===== src/rtl/debounce_sync_if.sv =====
// Signal bundle between the raw input source and the debounce_sync conditioner.
// The tgl_out line exists only when DEBOUNCE_TOGGLE_EN is defined.
interface debounce_sync_if;
  logic din;
  logic dout;
  logic n_dout;
  logic rise_pulse;
  logic fall_pulse;
  logic busy;
`ifdef DEBOUNCE_TOGGLE_EN
  logic tgl_out;
`endif

  modport master (
    output din,
    input  dout, n_dout, rise_pulse, fall_pulse, busy
`ifdef DEBOUNCE_TOGGLE_EN
    , input tgl_out
`endif
  );

  modport slave (
    input  din,
    output dout, n_dout, rise_pulse, fall_pulse, busy
`ifdef DEBOUNCE_TOGGLE_EN
    , output tgl_out
`endif
  );
endinterface


===== src/rtl/debounce_sync.sv =====
// Synchronises a bouncy single-bit input to clk, qualifies each level change with a
// stability counter, and emits a clean level plus rise/fall pulses. Define
// DEBOUNCE_TOGGLE_EN to add a push-on/push-off tgl_out output.
module debounce_sync #(
  parameter int SYNC_STAGES = 2,
  parameter int STABLE_CNT  = 50000
) (
  input  logic            clk,
  input  logic            rst_n,
  debounce_sync_if.slave  bus
);

  localparam int CNT_W = $clog2(STABLE_CNT + 1);
  localparam logic [CNT_W-1:0] CNT_LAST = CNT_W'(STABLE_CNT - 1);

  typedef enum logic [1:0] {
    STABLE_LO = 2'd0,
    CHK_HI    = 2'd1,
    STABLE_HI = 2'd2,
    CHK_LO    = 2'd3
  } state_t;

  // Stage p0: plain flop chain, nothing between stages
  logic [SYNC_STAGES-1:0] sync_p0;
  logic                   s_p0;

  always_ff @(posedge clk) begin
    if (!rst_n) sync_p0 <= '0;
    else        sync_p0 <= {sync_p0[SYNC_STAGES-2:0], bus.din};
  end

  assign s_p0 = sync_p0[SYNC_STAGES-1];

  // Stage p1: qualification FSM with registered outputs
  state_t           state_p1;
  logic [CNT_W-1:0] cnt;
  logic             dout_p1;
  logic             n_dout_p1;
  logic             rise_p1;
  logic             fall_p1;

  always_ff @(posedge clk) begin
    if (!rst_n) begin
      state_p1  <= STABLE_LO;
      cnt       <= '0;
      dout_p1   <= 1'b0;
      n_dout_p1 <= 1'b1;
      rise_p1   <= 1'b0;
      fall_p1   <= 1'b0;
    end else begin
      rise_p1 <= 1'b0;
      fall_p1 <= 1'b0;
      case (state_p1)
        STABLE_LO: begin
          if (s_p0) begin
            state_p1 <= CHK_HI;
            cnt      <= '0;
          end
        end
        CHK_HI: begin
          if (!s_p0) begin
            state_p1 <= STABLE_LO;
            cnt      <= '0;
          end else if (cnt == CNT_LAST) begin
            state_p1  <= STABLE_HI;
            dout_p1   <= 1'b1;
            n_dout_p1 <= 1'b0;
            rise_p1   <= 1'b1;
            cnt       <= '0;
          end else begin
            cnt <= cnt + 1'b1;
          end
        end
        STABLE_HI: begin
          if (!s_p0) begin
            state_p1 <= CHK_LO;
            cnt      <= '0;
          end
        end
        CHK_LO: begin
          if (s_p0) begin
            state_p1 <= STABLE_HI;
            cnt      <= '0;
          end else if (cnt == CNT_LAST) begin
            state_p1  <= STABLE_LO;
            dout_p1   <= 1'b0;
            n_dout_p1 <= 1'b1;
            fall_p1   <= 1'b1;
            cnt       <= '0;
          end else begin
            cnt <= cnt + 1'b1;
          end
        end
        default: begin
          state_p1 <= STABLE_LO;
          cnt      <= '0;
        end
      endcase
    end
  end

  assign bus.dout       = dout_p1;
  assign bus.n_dout     = n_dout_p1;
  assign bus.rise_pulse = rise_p1;
  assign bus.fall_pulse = fall_p1;
  assign bus.busy       = (state_p1 == CHK_HI) || (state_p1 == CHK_LO);

`ifdef DEBOUNCE_TOGGLE_EN
  // Flips on the same edge that raises rise_pulse
  logic tgl_p1;

  always_ff @(posedge clk) begin
    if (!rst_n)
      tgl_p1 <= 1'b0;
    else if (state_p1 == CHK_HI && s_p0 && cnt == CNT_LAST)
      tgl_p1 <= ~tgl_p1;
  end

  assign bus.tgl_out = tgl_p1;
`else
  // No toggle output in this build.
`endif

endmodule


===== src/flat_wrapper.sv =====
// flat-port wrapper written by rule: the top's interface ports become plain ports
module debounce_sync_flat 
#(
  parameter int SYNC_STAGES = 2,
  parameter int STABLE_CNT  = 50000
)
  (clk, rst_n, bus_din, bus_dout, bus_n_dout, bus_rise_pulse, bus_fall_pulse, bus_busy);
  debounce_sync_if bus_i ();
  input  logic clk;
  input  logic rst_n;
  input wire logic [$bits(bus_i.din)-1:0] bus_din;
  output wire logic [$bits(bus_i.dout)-1:0] bus_dout;
  output wire logic [$bits(bus_i.n_dout)-1:0] bus_n_dout;
  output wire logic [$bits(bus_i.rise_pulse)-1:0] bus_rise_pulse;
  output wire logic [$bits(bus_i.fall_pulse)-1:0] bus_fall_pulse;
  output wire logic [$bits(bus_i.busy)-1:0] bus_busy;
  assign bus_i.din = bus_din;
  assign bus_dout = bus_i.dout;
  assign bus_n_dout = bus_i.n_dout;
  assign bus_rise_pulse = bus_i.rise_pulse;
  assign bus_fall_pulse = bus_i.fall_pulse;
  assign bus_busy = bus_i.busy;
  debounce_sync #(.SYNC_STAGES(SYNC_STAGES), .STABLE_CNT(STABLE_CNT)) u_core (.clk(clk), .rst_n(rst_n), .bus(bus_i));
endmodule

===== config.mk =====
export PLATFORM = sky130hd
export DESIGN_NAME = debounce_sync_flat
export DESIGN_NICKNAME = d
export VERILOG_FILES = /design/src/rtl/debounce_sync_if.sv /design/src/rtl/debounce_sync.sv /design/src/flat_wrapper.sv
export SDC_FILE = /design/constraint.sdc
export NUM_CORES = 1
export LEC_CHECK = 0
export CORE_ASPECT_RATIO = 0.8
export CORE_MARGIN = 8
export CORE_UTILIZATION = 45
export DETAILED_ROUTE_END_ITERATION = 7
export PLACE_DENSITY = 0.72
export SETUP_SLACK_MARGIN = 0.4
export SYNTH_ARGS = -nofsm -noshare
export SYNTH_HDL_FRONTEND = slang
export SYNTH_SLANG_ARGS = --single-unit

===== constraint.sdc =====
create_clock -name clk -period 2.5 [get_ports clk]
set_clock_uncertainty 0.2 [all_clocks]
set_input_delay 0.375 -clock clk [delete_from_list [all_inputs] [get_ports clk]]
set_output_delay 0.375 -clock clk [all_outputs]
set_load 0.03 [all_outputs]

Word-level counts from Yosys, hierarchy flattened
Index checks and enable logic that the tools add are counted.

word-level totals
  logic and storage cells = 52
  flip-flop bits (word level) = 24
  output and inout port bits = 5

cells by class
  bitwise operators = 2
  eq/ne operators = 12
  mux-type cells = 22
  add/subtract/negate cells = 1
  reduce and logical (&&, ||, !) cells = 8

operator list
  kind                     count
  $mux W16                 5
  $pmux W16 S4             1
  $add A16 B1 Y16 const B  1
  $eq A16 B16 Y1 const B   1
  $mux W2                  6
  $ne A2 B1 Y1 const B     4
  $pmux W2 S4              1
  $mux W1                  7
  $reduce_and A5 Y1        1
  $eq A2 B2 Y1 const B     2
  $ne A2 B2 Y1 const B     2
  $pmux W1 S2              2
  $reduce_and A4 Y1        1
  $ne A3 B1 Y1 const B     1
  $ne A3 B3 Y1 const B     1
  $reduce_and A3 Y1        1
  $reduce_or A3 Y1         1
  $eq A2 B1 Y1 const B     1
  $logic_not A2 Y1         1
  $not A1 Y1               2
  $reduce_and A2 Y1        1
  $reduce_bool A2 Y1       1
  $logic_or A1 B1 Y1       1

Longest topological paths before layout
  word-level depth = 4
  depth in mapped cells = 6

Worst setup path after synthesis
No wires, ideal clock.

  path kind = register to register
  start point = reg u_core.cnt[4]
  end point = reg u_core.cnt[11]
  required time = 2.186 ns
  path slack = 0.493 ns
  buffers on the path = 1
  arrival = 1.693 ns
  stages on the path, launching flop included = 6
  path through = dfxtp_1 or4b_4 nor4_4 buf_6 o31ai_2 a21o_1

on the way
  longest elaborated chain between the ends = 4
  elaborated cells between the ends (all ways) = 6

RTL lines
  item                                               line                                      RTL
  start, declared                                    debounce_sync.sv:36                       logic [CNT_W-1:0] cnt;
  start signal, assigned                             debounce_sync.sv:71                       cnt <= cnt + 1'b1;
  start signal, assigned                             debounce_sync.sv:91                       cnt <= cnt + 1'b1;
  $add A16 B1 Y16 or $eq A16 B16 Y1 (tied branches)  -
  $mux W16 (*)                                       debounce_sync.sv:64, debounce_sync.sv:84
  $mux W16, on equally long branches                 debounce_sync.sv:81, debounce_sync.sv:61
  $pmux W16 S4 (*)                                   debounce_sync.sv:53                       case (state_p1)

Every way passes the cells marked *; elsewhere a longest branch is shown, timed or not.
A chain may end at the register's enable or synchronous reset.

Final worst setup path
  start point = reg u_core.cnt[4]
  end point = reg u_core.fall_p1, in the netlist u_core.bus.fall_pulse

on the way
  longest elaborated chain between the ends = 2

RTL lines
  item                  line                 RTL
  $eq A16 B16 Y1        debounce_sync.sv:84  end else if (cnt == CNT_LAST) begin
  $mux W1               debounce_sync.sv:84
  end signal, assigned  debounce_sync.sv:49  fall_p1 <= 1'b0;
  end signal, assigned  debounce_sync.sv:52  fall_p1 <= 1'b0;
  end signal, assigned  debounce_sync.sv:88  fall_p1 <= 1'b1;
  end, declared         debounce_sync.sv:40  logic fall_p1;

Every way passes these cells.

==> out/summary.txt <==
Max-Cap Viols -> 0
Post-synthesis mux area share -> 0%
Crit path to -> u_core.bus.fall_pulse
Adder-cell share of the synthesized area -> 1.002%
Initial Util -> 46.23%
I/O Buffers -> 7
Crit. End Element -> flop
CP max stage delay -> 0.54 ns
Worst path buffer plus inverter count -> 1
Fraction of layout cells with a size suffix above 1 -> 22.82%
RSZ-0062 raised after global routing -> yes
Top cells by area, synth -> dfxtp_1 (38%), nand3_1 (3.6%), o21a_1 (3.6%)
Status -> completed
Crit path max-delay cell type -> or4b_4
Routed len/inst -> 15.08 um
Die ar. -> 4727 sq um
Final cycle utilization of the critical path -> 84.50%
Post-synth ARST share -> 0%
Final wirelength -> 2.820 mm
Post-cts hold buffer count -> 0
Vias in the first global route -> 1000
Clk_lat worst skew -> 0.31 ns
Net Count, Synth -> 141
Worst slew margin -> 62.63%
Main flop type after synthesis -> dfxtp_1
Finished Core Util -> 54.10%
Top-area cell type share of the netlist area -> 38.48%
Syn avg cell area -> 9.115 sq um
Critical path's top delay family -> simple AND/OR/NAND/NOR gates
#FFs+latches synth -> 24
Post-synthesis compound-gate area fraction -> 19.44%
Worst Reg2Reg Path Length in Cells -> 5
Ys Warns -> 0
Overall routing resource usage -> 12.61%
Die Y -> 63.12 um
Leak -> 0.0005021 uW
Main combinational cell family by area after synthesis -> simple AND/OR/NAND/NOR gates
Ant diodes -> 0
Final cell count without fillers -> 187
Initial DRC Count -> 87
Reg-to-Reg Start -> u_core.cnt[4]
H-tree depth -> 1
Critical path origin -> u_core.cnt[4]
Max-slew violation count -> 0
CTS max path bufs -> 2
First-pass GRT wire length -> 4.761 mm
TritonCTS buffer count -> 3
I/O Pins -> 8
Simple-Gate Fraction of Synth Area -> 31.86%
Worst hold-check path type -> flop to flop
Reg clk slew, reported paths -> 0.12 ns
Via-per-instance ratio -> 6.053
Critical-path cell list -> or4b_4, nor4_4, buf_6, and2_4, and4_1
Layout net count -> 155
FF-to-FF setup slack -> 0.39 ns
Critical path peak fanout -> 8
First-pass iteration count of the detailed router -> 4
Die width -> 74.90 um
Pin count of the biggest net entering global routing -> 15
WP depth -> 5
Total global routing overflow -> 0
EDFF count, synth -> 0
CTS Sinks -> 24
Drt drc -> 0
Initial antenna violation count -> 0
GPL Wtd Cong -> 0.8654
Sequential-to-total area share from yosys stat -> 38.48%
Period minus WS final -> 2.113 ns
Mapped cell area -> 1249 sq um
Area after DPL -> 1354 sq um
Highest ir drop seen on vdd -> 0.3817 mV
Root buffer cell -> clkbuf_4
Finished layout cell area -> 1461 sq um
Gate Count Post-Synth -> 137
WP data arrival -> 2.17 ns
Fmax -> 0.4733 GHz
Required time worst endpoint -> 2.56 ns
Via count -> 1132
Layout area overhead -> 17.03%
Endpoints failing hold -> 0
Routed Antenna Nets -> 0
Fin Setup TNS -> 0 ns
Commonest cells in the netlist -> dfxtp_1 (24), nand3_1 (9), nand2_1 (8), nor2_1 (8), o21a_1 (6)
Post-synth top area cell -> dfxtp_1
Std cell rows -> 17
CTS tree -> yes
Critical path class -> flop to flop
Placed cells -> 180
XOR/XNOR Fraction of Synth Area -> 4.910%
Unique masters post-synth -> 49
PwrDens -> 407.4 nW/um^2
Core ar. -> 2701 sq um
Tightest Pin Transition -> 0.5464 ns
Type of origin of the critical path -> flop
Critical R2R Capture -> u_core.bus.fall_pulse
# setup viols final -> 0
Top-count cell post-synth -> dfxtp_1
Hpwl dp -> 1.955 mm
report_power, final:
| group | internal (uW) | total [uW] | switching, uW |
|---|---|---|---|
| sequential | 386 | 391 | 5.08 |
| clock | 56.3 | 163 | 107 |
| combinational | 17.0 | 41.2 | 24.2 |
| total | 459 | 595 | 136 |
area by class of cell:
| type | instances | area (sq um) |
|---|---|---|
| clock buffers | 3 | 22.52 |
| fillers | 246 | 1240 |
| inverters | 5 | 18.77 |
| multi-input cells | 103 | 754.5 |
| flip-flops and latches | 24 | 493.0 |
| well taps | 38 | 47.55 |
| repair buffers | 14 | 125.1 |
worst register-to-register path: cells and delay by family, from the launching register on:
| family | cells | cell delay (ns) |
|---|---|---|
| buffers and inverters | 1 | 0.20 |
| DFF | 1 | 0.37 |
| and+or+nand+nor | 4 | 1.30 |
flip-flops by register name, indices dropped and copies added, names as in the netlist, named ones only:
signal / count
u_core.bus.rise_pulse: 1
u_core.bus.n_dout: 1
u_core.bus.fall_pulse: 1
u_core.state_p1: 1
u_core.bus.dout: 1
u_core.cnt: 16
u_core.sync_p0: 2
per-stage QoR:
step	hold slack, ns	worst slack, ns	total power (uW)
final	0.2585	0.3874	595.3
after global routing	0.2800	0.3172	620.9
after CTS	0.2693	0.3930	604.9
after detailed placement	0.2369	0.2586	441.2
after global placement	0.2203	0.2819	440.8
after floorplan	0.2119	0.4927	425.4
layout by cell type (no fill, tap or decap), types with 2 or more instances in the layout:
cell	Yosys	routed
and3_1	3	3
and2_1	2	2
a21oi_1	5	4
xor2_1	3	3
xnor2_1	4	3
nor3b_1	4	4
or4b_4	1	2
nand4_1	4	4
buf_4	2	6
nor3_1	4	4
dfxtp_1	24	16
inv_1	5	5
o21a_1	6	6
o311ai_0	3	3
a21o_1	2	2
o21ai_0	2	2
clkdlybuf4s50_1	0	6
a211oi_1	3	3
dfxtp_2	0	7
nor4_4	1	2
nand3_1	9	8
nor2_1	8	8
clkbuf_4	0	3
nand4b_1	2	2
nor4_1	5	4
nand2_1	8	8
layer usage:
metal | vias up | wire length, um | track usage [%]
met3 | 6 | 202 | 4.107
met1 | 529 | 1312 | 16.99
li1 | 558 | - | -
met5 | - | 0 | 0
met2 | 39 | 1256 | 18.10
met4 | 0 | 48 | 4.146
what timing repair did:
item,4_1_cts,5_1_grt
pin swaps,1,6
resized for setup,9,12
setup buffers,3,0
cloned,1,0
endpoints found under the setup margin,10,19
kinds of logic (layout without fill, tap and decap cells):
kind of cell    Yosys count  after routing
compound gates           32             32
fa+ha+maj                 1              1
simple gates             63             63
flops                    24             24
buf+inv                  10             22
xor+xnor                  7              7
how the worst min path moves through the flow:
stage	from	end	slack [ns]	depth (start not counted)
3_3_place_gp	u_core.sync_p0[0]	u_core.sync_p0[1]	0.22	1
6_report	u_core.sync_p0[0]	u_core.sync_p0[1]	0.26	1
2_1_floorplan	u_core.sync_p0[0]	u_core.sync_p0[1]	0.21	1
3_5_place_dp	u_core.sync_p0[0]	u_core.sync_p0[1]	0.24	1
4_1_cts	u_core.sync_p0[0]	u_core.sync_p0[1]	0.27	1
5_1_grt	u_core.sync_p0[0]	u_core.sync_p0[1]	0.28	1
Power figures use the tool's default switching activity.
